### src/rtl/sram_arb_pkg.sv
// Shared defaults and FSM state type for the two-requester analog-coded SRAM arbiter.
package sram_arb_pkg;

  localparam int DATA_WIDTH_DEF = 8;
  localparam int ADDR_WIDTH_DEF = 4;
  localparam int ANA_WIDTH_DEF  = 8;
  localparam int FULL_SCALE_DEF = 255;
  localparam int THRESH_DEF     = 128;

  typedef enum logic [1:0] {
    ST_IDLE = 2'd0,
    ST_CMD  = 2'd1,
    ST_WAIT = 2'd2,
    ST_RSP  = 2'd3
  } state_e;

endpackage

### src/rtl/sram_arb_rr.sv
// Two-way grant logic. Round-robin by default; SRAM_ARB_FIXED_PRIO_EN makes
// requester 0 win every conflict and removes the last_grant register.
module sram_arb_rr (
  input  logic       clk_a,
  input  logic       rst_a_n,
  input  logic [1:0] req_valid,
  input  logic       hs,
  output logic [1:0] grant
);

`ifdef SRAM_ARB_FIXED_PRIO_EN
  always_comb begin
    grant = 2'b00;
    if (req_valid[0])      grant = 2'b01;
    else if (req_valid[1]) grant = 2'b10;
  end
`else
  logic last_grant_q, last_grant_d;

  always_comb begin
    unique case (req_valid)
      2'b01:   grant = 2'b01;
      2'b10:   grant = 2'b10;
      2'b11:   grant = last_grant_q ? 2'b01 : 2'b10;
      default: grant = 2'b00;
    endcase
    last_grant_d = hs ? grant[1] : last_grant_q;
  end

  always_ff @(posedge clk_a or negedge rst_a_n) begin
    if (!rst_a_n) last_grant_q <= 1'b1;
    else          last_grant_q <= last_grant_d;
  end
`endif

endmodule

### src/rtl/sram_arb_ctrl.sv
// Arbitrates two requesters onto an analog-coded SRAM, one transaction at a time.
// Build option SRAM_ARB_FIXED_PRIO_EN (see sram_arb_rr) selects fixed priority.
//
// state | meaning
// IDLE  | waiting for a request handshake
// CMD   | analog command on we_a/addr_a/din_a, SRAM samples at end of cycle
// WAIT  | SRAM read data on dout_a, decoded into rsp_rdata at end of cycle
// RSP   | rsp_valid to owner until its rsp_ready
module sram_arb_ctrl
  import sram_arb_pkg::*;
#(
  parameter int DATA_WIDTH = DATA_WIDTH_DEF,
  parameter int ADDR_WIDTH = ADDR_WIDTH_DEF,
  parameter int ANA_WIDTH  = ANA_WIDTH_DEF,
  parameter int FULL_SCALE = FULL_SCALE_DEF,
  parameter int THRESH     = THRESH_DEF
) (
  input  logic                                  clk_a,
  input  logic                                  rst_a_n,
  input  logic [1:0]                            req_valid,
  output logic [1:0]                            req_ready,
  input  logic [1:0]                            req_we,
  input  logic [1:0][ADDR_WIDTH-1:0]            req_addr,
  input  logic [1:0][DATA_WIDTH-1:0]            req_wdata,
  output logic [1:0]                            rsp_valid,
  input  logic [1:0]                            rsp_ready,
  output logic [DATA_WIDTH-1:0]                 rsp_rdata,
  output logic                                  busy,
  output logic [ANA_WIDTH-1:0]                  we_a,
  output logic [ADDR_WIDTH-1:0][ANA_WIDTH-1:0]  addr_a,
  output logic [DATA_WIDTH-1:0][ANA_WIDTH-1:0]  din_a,
  input  logic [DATA_WIDTH-1:0][ANA_WIDTH-1:0]  dout_a
);

  localparam logic [ANA_WIDTH-1:0] LVL_ONE = ANA_WIDTH'(FULL_SCALE);
  localparam logic [ANA_WIDTH-1:0] LVL_THR = ANA_WIDTH'(THRESH);

  state_e                                state_q, state_d;
  logic                                  owner_q, owner_d;
  logic                                  rdy_en_q, rdy_en_d;
  logic [1:0]                            rsp_valid_q, rsp_valid_d;
  logic [DATA_WIDTH-1:0]                 rdata_q, rdata_d;
  logic [ANA_WIDTH-1:0]                  we_a_q, we_a_d;
  logic [ADDR_WIDTH-1:0][ANA_WIDTH-1:0]  addr_a_q, addr_a_d;
  logic [DATA_WIDTH-1:0][ANA_WIDTH-1:0]  din_a_q, din_a_d;
  logic [1:0]                            grant;
  logic                                  hs;
  logic                                  sel;

  sram_arb_rr u_rr (
    .clk_a     (clk_a),
    .rst_a_n   (rst_a_n),
    .req_valid (req_valid),
    .hs        (hs),
    .grant     (grant)
  );

  // rdy_en_q is a registered "in IDLE" flag that stays low through reset.
  assign req_ready = rdy_en_q ? grant : 2'b00;
  assign hs        = |(req_valid & req_ready);
  assign sel       = grant[1];

  always_comb begin
    state_d     = state_q;
    owner_d     = owner_q;
    rsp_valid_d = rsp_valid_q;
    rdata_d     = rdata_q;
    we_a_d      = we_a_q;
    addr_a_d    = addr_a_q;
    din_a_d     = din_a_q;
    unique case (state_q)
      ST_IDLE: begin
        if (hs) begin
          state_d = ST_CMD;
          owner_d = sel;
          we_a_d  = req_we[sel] ? LVL_ONE : '0;
          for (int i = 0; i < ADDR_WIDTH; i++)
            addr_a_d[i] = req_addr[sel][i] ? LVL_ONE : '0;
          for (int i = 0; i < DATA_WIDTH; i++)
            din_a_d[i] = req_wdata[sel][i] ? LVL_ONE : '0;
        end
      end
      ST_CMD: begin
        state_d = ST_WAIT;
        we_a_d  = '0;
      end
      ST_WAIT: begin
        state_d              = ST_RSP;
        rsp_valid_d[owner_q] = 1'b1;
        for (int i = 0; i < DATA_WIDTH; i++)
          rdata_d[i] = (dout_a[i] >= LVL_THR);
      end
      ST_RSP: begin
        if (rsp_ready[owner_q]) begin
          state_d     = ST_IDLE;
          rsp_valid_d = 2'b00;
        end
      end
      default: state_d = ST_IDLE;
    endcase
    rdy_en_d = (state_d == ST_IDLE);
  end

  always_ff @(posedge clk_a or negedge rst_a_n) begin
    if (!rst_a_n) begin
      state_q     <= ST_IDLE;
      owner_q     <= 1'b0;
      rdy_en_q    <= 1'b0;
      rsp_valid_q <= 2'b00;
      rdata_q     <= '0;
      we_a_q      <= '0;
      addr_a_q    <= '0;
      din_a_q     <= '0;
    end else begin
      state_q     <= state_d;
      owner_q     <= owner_d;
      rdy_en_q    <= rdy_en_d;
      rsp_valid_q <= rsp_valid_d;
      rdata_q     <= rdata_d;
      we_a_q      <= we_a_d;
      addr_a_q    <= addr_a_d;
      din_a_q     <= din_a_d;
    end
  end

  assign rsp_valid = rsp_valid_q;
  assign rsp_rdata = rdata_q;
  assign busy      = (state_q != ST_IDLE);
  assign we_a      = we_a_q;
  assign addr_a    = addr_a_q;
  assign din_a     = din_a_q;

endmodule

### config.mk
export PLATFORM = sky130hd
export DESIGN_NAME = sram_arb_ctrl
export DESIGN_NICKNAME = d
export VERILOG_FILES = /design/src/rtl/sram_arb_pkg.sv /design/src/rtl/sram_arb_rr.sv /design/src/rtl/sram_arb_ctrl.sv
export SDC_FILE = /design/constraint.sdc
export NUM_CORES = 1
export LEC_CHECK = 0
export ABC_AREA = 1
export CELL_PAD_IN_SITES_DETAIL_PLACEMENT = 2
export CELL_PAD_IN_SITES_GLOBAL_PLACEMENT = 2
export CORE_ASPECT_RATIO = 0.7
export CORE_UTILIZATION = 13
export DETAILED_ROUTE_END_ITERATION = 7
export PLACE_DENSITY_LB_ADDON = 0.12
export SKIP_LAST_GASP = 1
export SLEW_MARGIN = 20
export SYNTH_ARGS = -nofsm -noshare
export SYNTH_HDL_FRONTEND = slang
export SYNTH_SLANG_ARGS = --single-unit
### constraint.sdc
create_clock -name clk_a -period 1.5 [get_ports clk_a]
set_input_delay 0.225 -clock clk_a [delete_from_list [all_inputs] [get_ports clk_a]]
set_output_delay 0.225 -clock clk_a [all_outputs]
set_load 0.01 [all_outputs]
# Word level (Yosys, flattened, before mapping)

Index checks and enable logic that the tools add are counted.

Register bits: 119
Bits of input ports: 96
Output and inout bits: 117
Word-level logic and storage cells: 83

Order comparisons: 11
Eq/ne operators: 8
Muxes and demuxes: 33
Bitwise gates (word level): 2
Reduce and logical (&&, ||, !) cells: 10

Operators by type and width:

| operator           | number |
|---|---|
| $mux 8             | 16 |
| $ge 8x8->1 const B | 8 |
| $pmux 8 s2         | 1 |
| $mux 2             | 5 |
| $eq 2x2->1 const B | 4 |
| $mux 4             | 2 |
| $pmux 2 s4         | 1 |
| $pmux 2 s3         | 1 |
| $reduce_and 2->1   | 3 |
| $reduce_bool 2->1  | 3 |
| $mux 1             | 5 |
| $eq 2x1->1 const B | 2 |
| $logic_not 2->1    | 2 |
| $lt 1x2->1 const B | 2 |
| $pmux 2 s2         | 1 |
| $and 2x2->2        | 1 |
| $ne 2x1->1 const B | 1 |
| $ne 2x2->1 const B | 1 |
| $or 2x2->2         | 1 |
| $reduce_or 2->1    | 1 |
| $demux 1 s1        | 1 |
| $ge 1x1->1 const B | 1 |
| $logic_and 1x1->1  | 1 |

# Longest topological paths before layout

Word-level depth: 8
Gate-level depth with buffers: 7

# By module

Synthesis repeated with hierarchy kept, for this count alone.

Cell total of the unflattened synthesis: 246
Area total of the unflattened synthesis: 1,996.9 um^2

Modules (own cells, without submodules):

| module        | instances | cells each | area each (um^2) | sequential area each (um^2) |
|---|---|---|---|---|
| sram_arb_ctrl | 1         | 237        | 1,933.1          | 675.6 |
| sram_arb_rr   | 1         | 9          | 63.8             | 26.3 |

# Least setup slack after synthesis

Ideal clock, no wire load.

Path type: reg2out
Start point: register u_rr.last_grant_q
End point: output req_ready[1]
Arrival time: 0.935 ns
Path slack: 0.340 ns
Cell stages (with the launch flop): 5
Path buffers: 1
Path through: dfstp_2 > nand2_1 > nand2_2 > buf_6 > nor2_1

Cells in the longest elaborated chain, start to end: 3

Ends and longest elaborated chain:

| item                   | line                | text |
|---|---|---|
| from (decl)            | sram_arb_rr.sv:18   | `logic last_grant_q, last_grant_d;` |
| from (signal assigned) | sram_arb_rr.sv:32   | `else last_grant_q <= last_grant_d;` |
| $mux 2                 | sram_arb_rr.sv:24   | `2'b11: grant = last_grant_q ? 2'b01 : 2'b10;` |
| $pmux 2 s3             | sram_arb_rr.sv:21   | `unique case (req_valid)` |
| $mux 2                 | sram_arb_ctrl.sv:59 | `assign req_ready = rdy_en_q ? grant : 2'b00;` |
| to (decl)              | sram_arb_ctrl.sv:21 | `output logic [1:0] req_ready,` |

Every way passes these cells.

==> summary.md <==
For the end-of-flow core utilization, the log shows 24.04%. The final worst-path cycle share is 100.3%, and the initial antenna violation count is 0. Synthesis inferred 28 register bits. The run gives 0.6676 as the placer's final routability congestion estimate. The area growth from synthesis to layout is 77.35%.

The run finished, with violations left. The clock net in this run drives a total of 28 sinks. Global routing consumed, over all layers together, 9.675% of the routing resources. Detailed routing inserted a total of 1,975 vias.

The leading cell type in the layout, fill and taps excluded was sky130_fd_sc_hd__nand2_1. From bottom edge to top edge, the die measures 106.5 um. Slew at the pin closest to its max-slew limit: 0.3998 ns. The die covers 16,100 um^2.

The detail-routed via count per cell is 3.496. The number of buffers and inverters on the critical path was 1; the detailed-placement wirelength estimate was 5503 um. The run gives 0.003295 ns as the worst setup skew after layout. For this run the aggregate overflow at the end of global routing stands at 0. TritonCTS built the clock tree.

The max-cap violation count is 0, and the number of port buffers is 156. The tools report the buffer levels on the longest clock path as 2. In this run the worst setup path begins at din_a[46]$_DFFE_PN0P_. The post-detailed-route wirelength per cell is 13.66 um.

The worst setup path is launched from a flop. The total DRC errors in the routed layout came out at 0. The critical path is of the reg2out type. The run gives 19.5% as the sequential share of power. Final hold analysis gives a worst-case slack of 0.4079 ns. The via count of the first global-routing pass is 2,089. The net switching power is 2.757 mW, and the proportion of layout cells with a drive suffix above 1 is 18.92%. In this run the static leakage power is 2.504 nW. The share of total power dissipated in combinational logic is 68.6%. On the worst path, the slowest cell contributes a delay of 0.57 ns. The internal portion of the total power is 4.235 mW. The distinct cell type count of the synthesized netlist was 19. The number of placement rows came out at 37. The master cell of the clock root buffer is sky130_fd_sc_hd__clkbuf_16. The worst setup path is captured at an output port. The pin count of the biggest net entering global routing is 17, and the starting DRC count in detailed routing is 34.

Buffers inserted during clock tree synthesis total 3. Sequential element share of the synthesized area: 34.63%. For the peak ir drop on the vdd network, the log shows 478.2 uV. Headroom to the max-slew limit came out at 73.35%. Of the total power, the share spent switching nets is 39.43%.

The final worst slack is -0.004009 ns, and the post-route antenna net violation count is 0. In this run the mean area of a mapped cell was 7.592 um^2. The run gives 0 as the total count of max-transition violations in the final report. The worst path needs 1.504 ns of the cycle, external delays included. Setup repair after global routing could not meet its margin everywhere.

The critical-path cell with the highest stage delay is sky130_fd_sc_hd__clkdlybuf4s50_1. Summing internal, switching and leakage power gives 6.993 mW. For the post-detailed-routing wire length, the log shows 7718 um. After clock tree synthesis, the clock-pin slew on the worst setup and hold paths is 0.08 ns. The count of warnings emitted by yosys was 0; the worst endpoint required time was 1.27 ns. Power per standard cell area: 1945 nW/um^2. The die extent in x came out at 151.2 um. The first-pass iteration count of the detailed router was 4.

The startpoint identified for the worst register-to-register timing path is u_rr.last_grant_q$_DFFE_PN1P_. The path category of the worst min-delay check is in2async. The critical path goes through clkdlybuf4s50_1.

The final reports fail on setup timing. The initial utilization of the core area, before any placement, comes to 13.56%. The final layout net count was 467; the final hold violation count was 0.

The logs give -0.005248 ns for the total negative setup slack and 2027 um^2 for the synthesized area. For the data arrival time at the worst-slack endpoint, the log shows 1.28 ns. The tools report the number of H-tree levels as 1. The highest net fanout along the worst path is 9. Counting every net in the synthesized netlist gives 363.

The library cells used most frequently in the layout, excluding fill and tap cells, are sky130_fd_sc_hd__nand2_1, sky130_fd_sc_hd__dlymetal6s2s_1, sky130_fd_sc_hd__clkdlybuf4s50_1. Family with the most delay on the worst path: buffers and inverters. The tools report the global-route wire length before repair as 11,680 um. Setup violations remaining at the end of the flow were counted as 3.

The worst-skew pair later-pin latency is 0.27 ns. The area of the core is 14,950 um^2, and the gate count of the mapped netlist is 267. 0 antenna diodes ended up in the layout.

For this run, the top clock speed supported by timing is 0.6649 GHz. For this design the top-level I/O count stands at 213. The run gives 11.9% as the clock share of power.
==> per-layer routing <==
layer	routed length, um	global-route usage, %	vias up
met4	55	1.929	0
li1	-	-	938
met3	762	2.918	2
met5	0	0	-
met1	3437	12.71	941
met2	3463	15.49	94
==> metrics by stage <==
stage          worst slack (ns)  instance area, um^2  std cells
4_1_cts                -0.08953                 3455        565
3_3_place_gp            -0.3309                 3221        536
3_5_place_dp            -0.3158                 3221        536
5_1_grt                -0.06550                 3595        565
6_report              -0.004009                 3595        565
2_1_floorplan            0.3400                 2027        267
==> logic make-up after synthesis <==
logic type,Yosys count,synth area share [%]
flip-flops,28,34.63
buffers and inverters,110,38.09
AND/OR/NAND/NOR,120,24.88
AO/OA/AOI/OAI,9,2.408
==> synth_stat cells (all sizes together) <==
cell / count / area (um^2)
o21ai: 7 / 38.79
nor2: 6 / 32.53
nand3b: 1 / 7.510
inv: 12 / 45.04
dfrtp: 27 / 675.7
buf: 98 / 726.9
a21oi: 2 / 10.01
dfstp: 1 / 26.28
or2: 1 / 6.260
nand2: 88 / 332.8
nand3: 24 / 125.1
==> worst paths after layout <==
check / to / slack [ns] / cells after the start
worst max-delay path: din_a[45] / -0.004 / 1
worst min-delay path: rsp_rdata[6]$_DFFE_PN0P_ / 0.41 / 2
worst max register to register: din_a[6]$_DFFE_PN0P_ / 0.21 / 7
worst min register to register: rsp_rdata[7]$_DFFE_PN0P_ / 0.48 / 2
max in group asynchronous: din_a[30]$_DFFE_PN0P_ / 0.61 / 3
min in group clk_a: rsp_rdata[7]$_DFFE_PN0P_ / 0.48 / 2
==> flip-flops by register name, indices dropped and copies added (netlist names) <==
signal             flops
rsp_rdata              8
we_a                   1
u_rr.last_grant_q      1
owner_q                1
rdy_en_q               1
rsp_valid              2
addr_a                 4
din_a                  8
state_q                2
==> power by group through the flow <==
stage / registers (mW) / clock network, mW / logic, mW
floorplan: 1.68 / 0 / 2.86
global placement: 1.63 / 0 / 4.72
detailed placement: 1.66 / 0 / 4.73
CTS: 1.37 / 0.877 / 5.16
global route: 1.43 / 0.904 / 5.30
finish: 1.36 / 0.832 / 4.80
==> layout make-up <==
cell class              instances  area [um^2]
well taps                     195        244.0
inverters                      12        45.04
multi-input cells             129        553.0
clock buffers                   3        75.07
fillers                      1717        11360
repair buffers                197         1929
flip-flops and latches         28        718.2
clock inverters                 1        30.03
==> timing repair <==
action	CTS	global route
setup endpoints to repair	107	70
buffers inserted	24	0
gates resized for setup	65	63
hold endpoints to repair	11	0
hold buffers	1	0
pin swaps	0	1
Power figures use the tool's default switching activity.
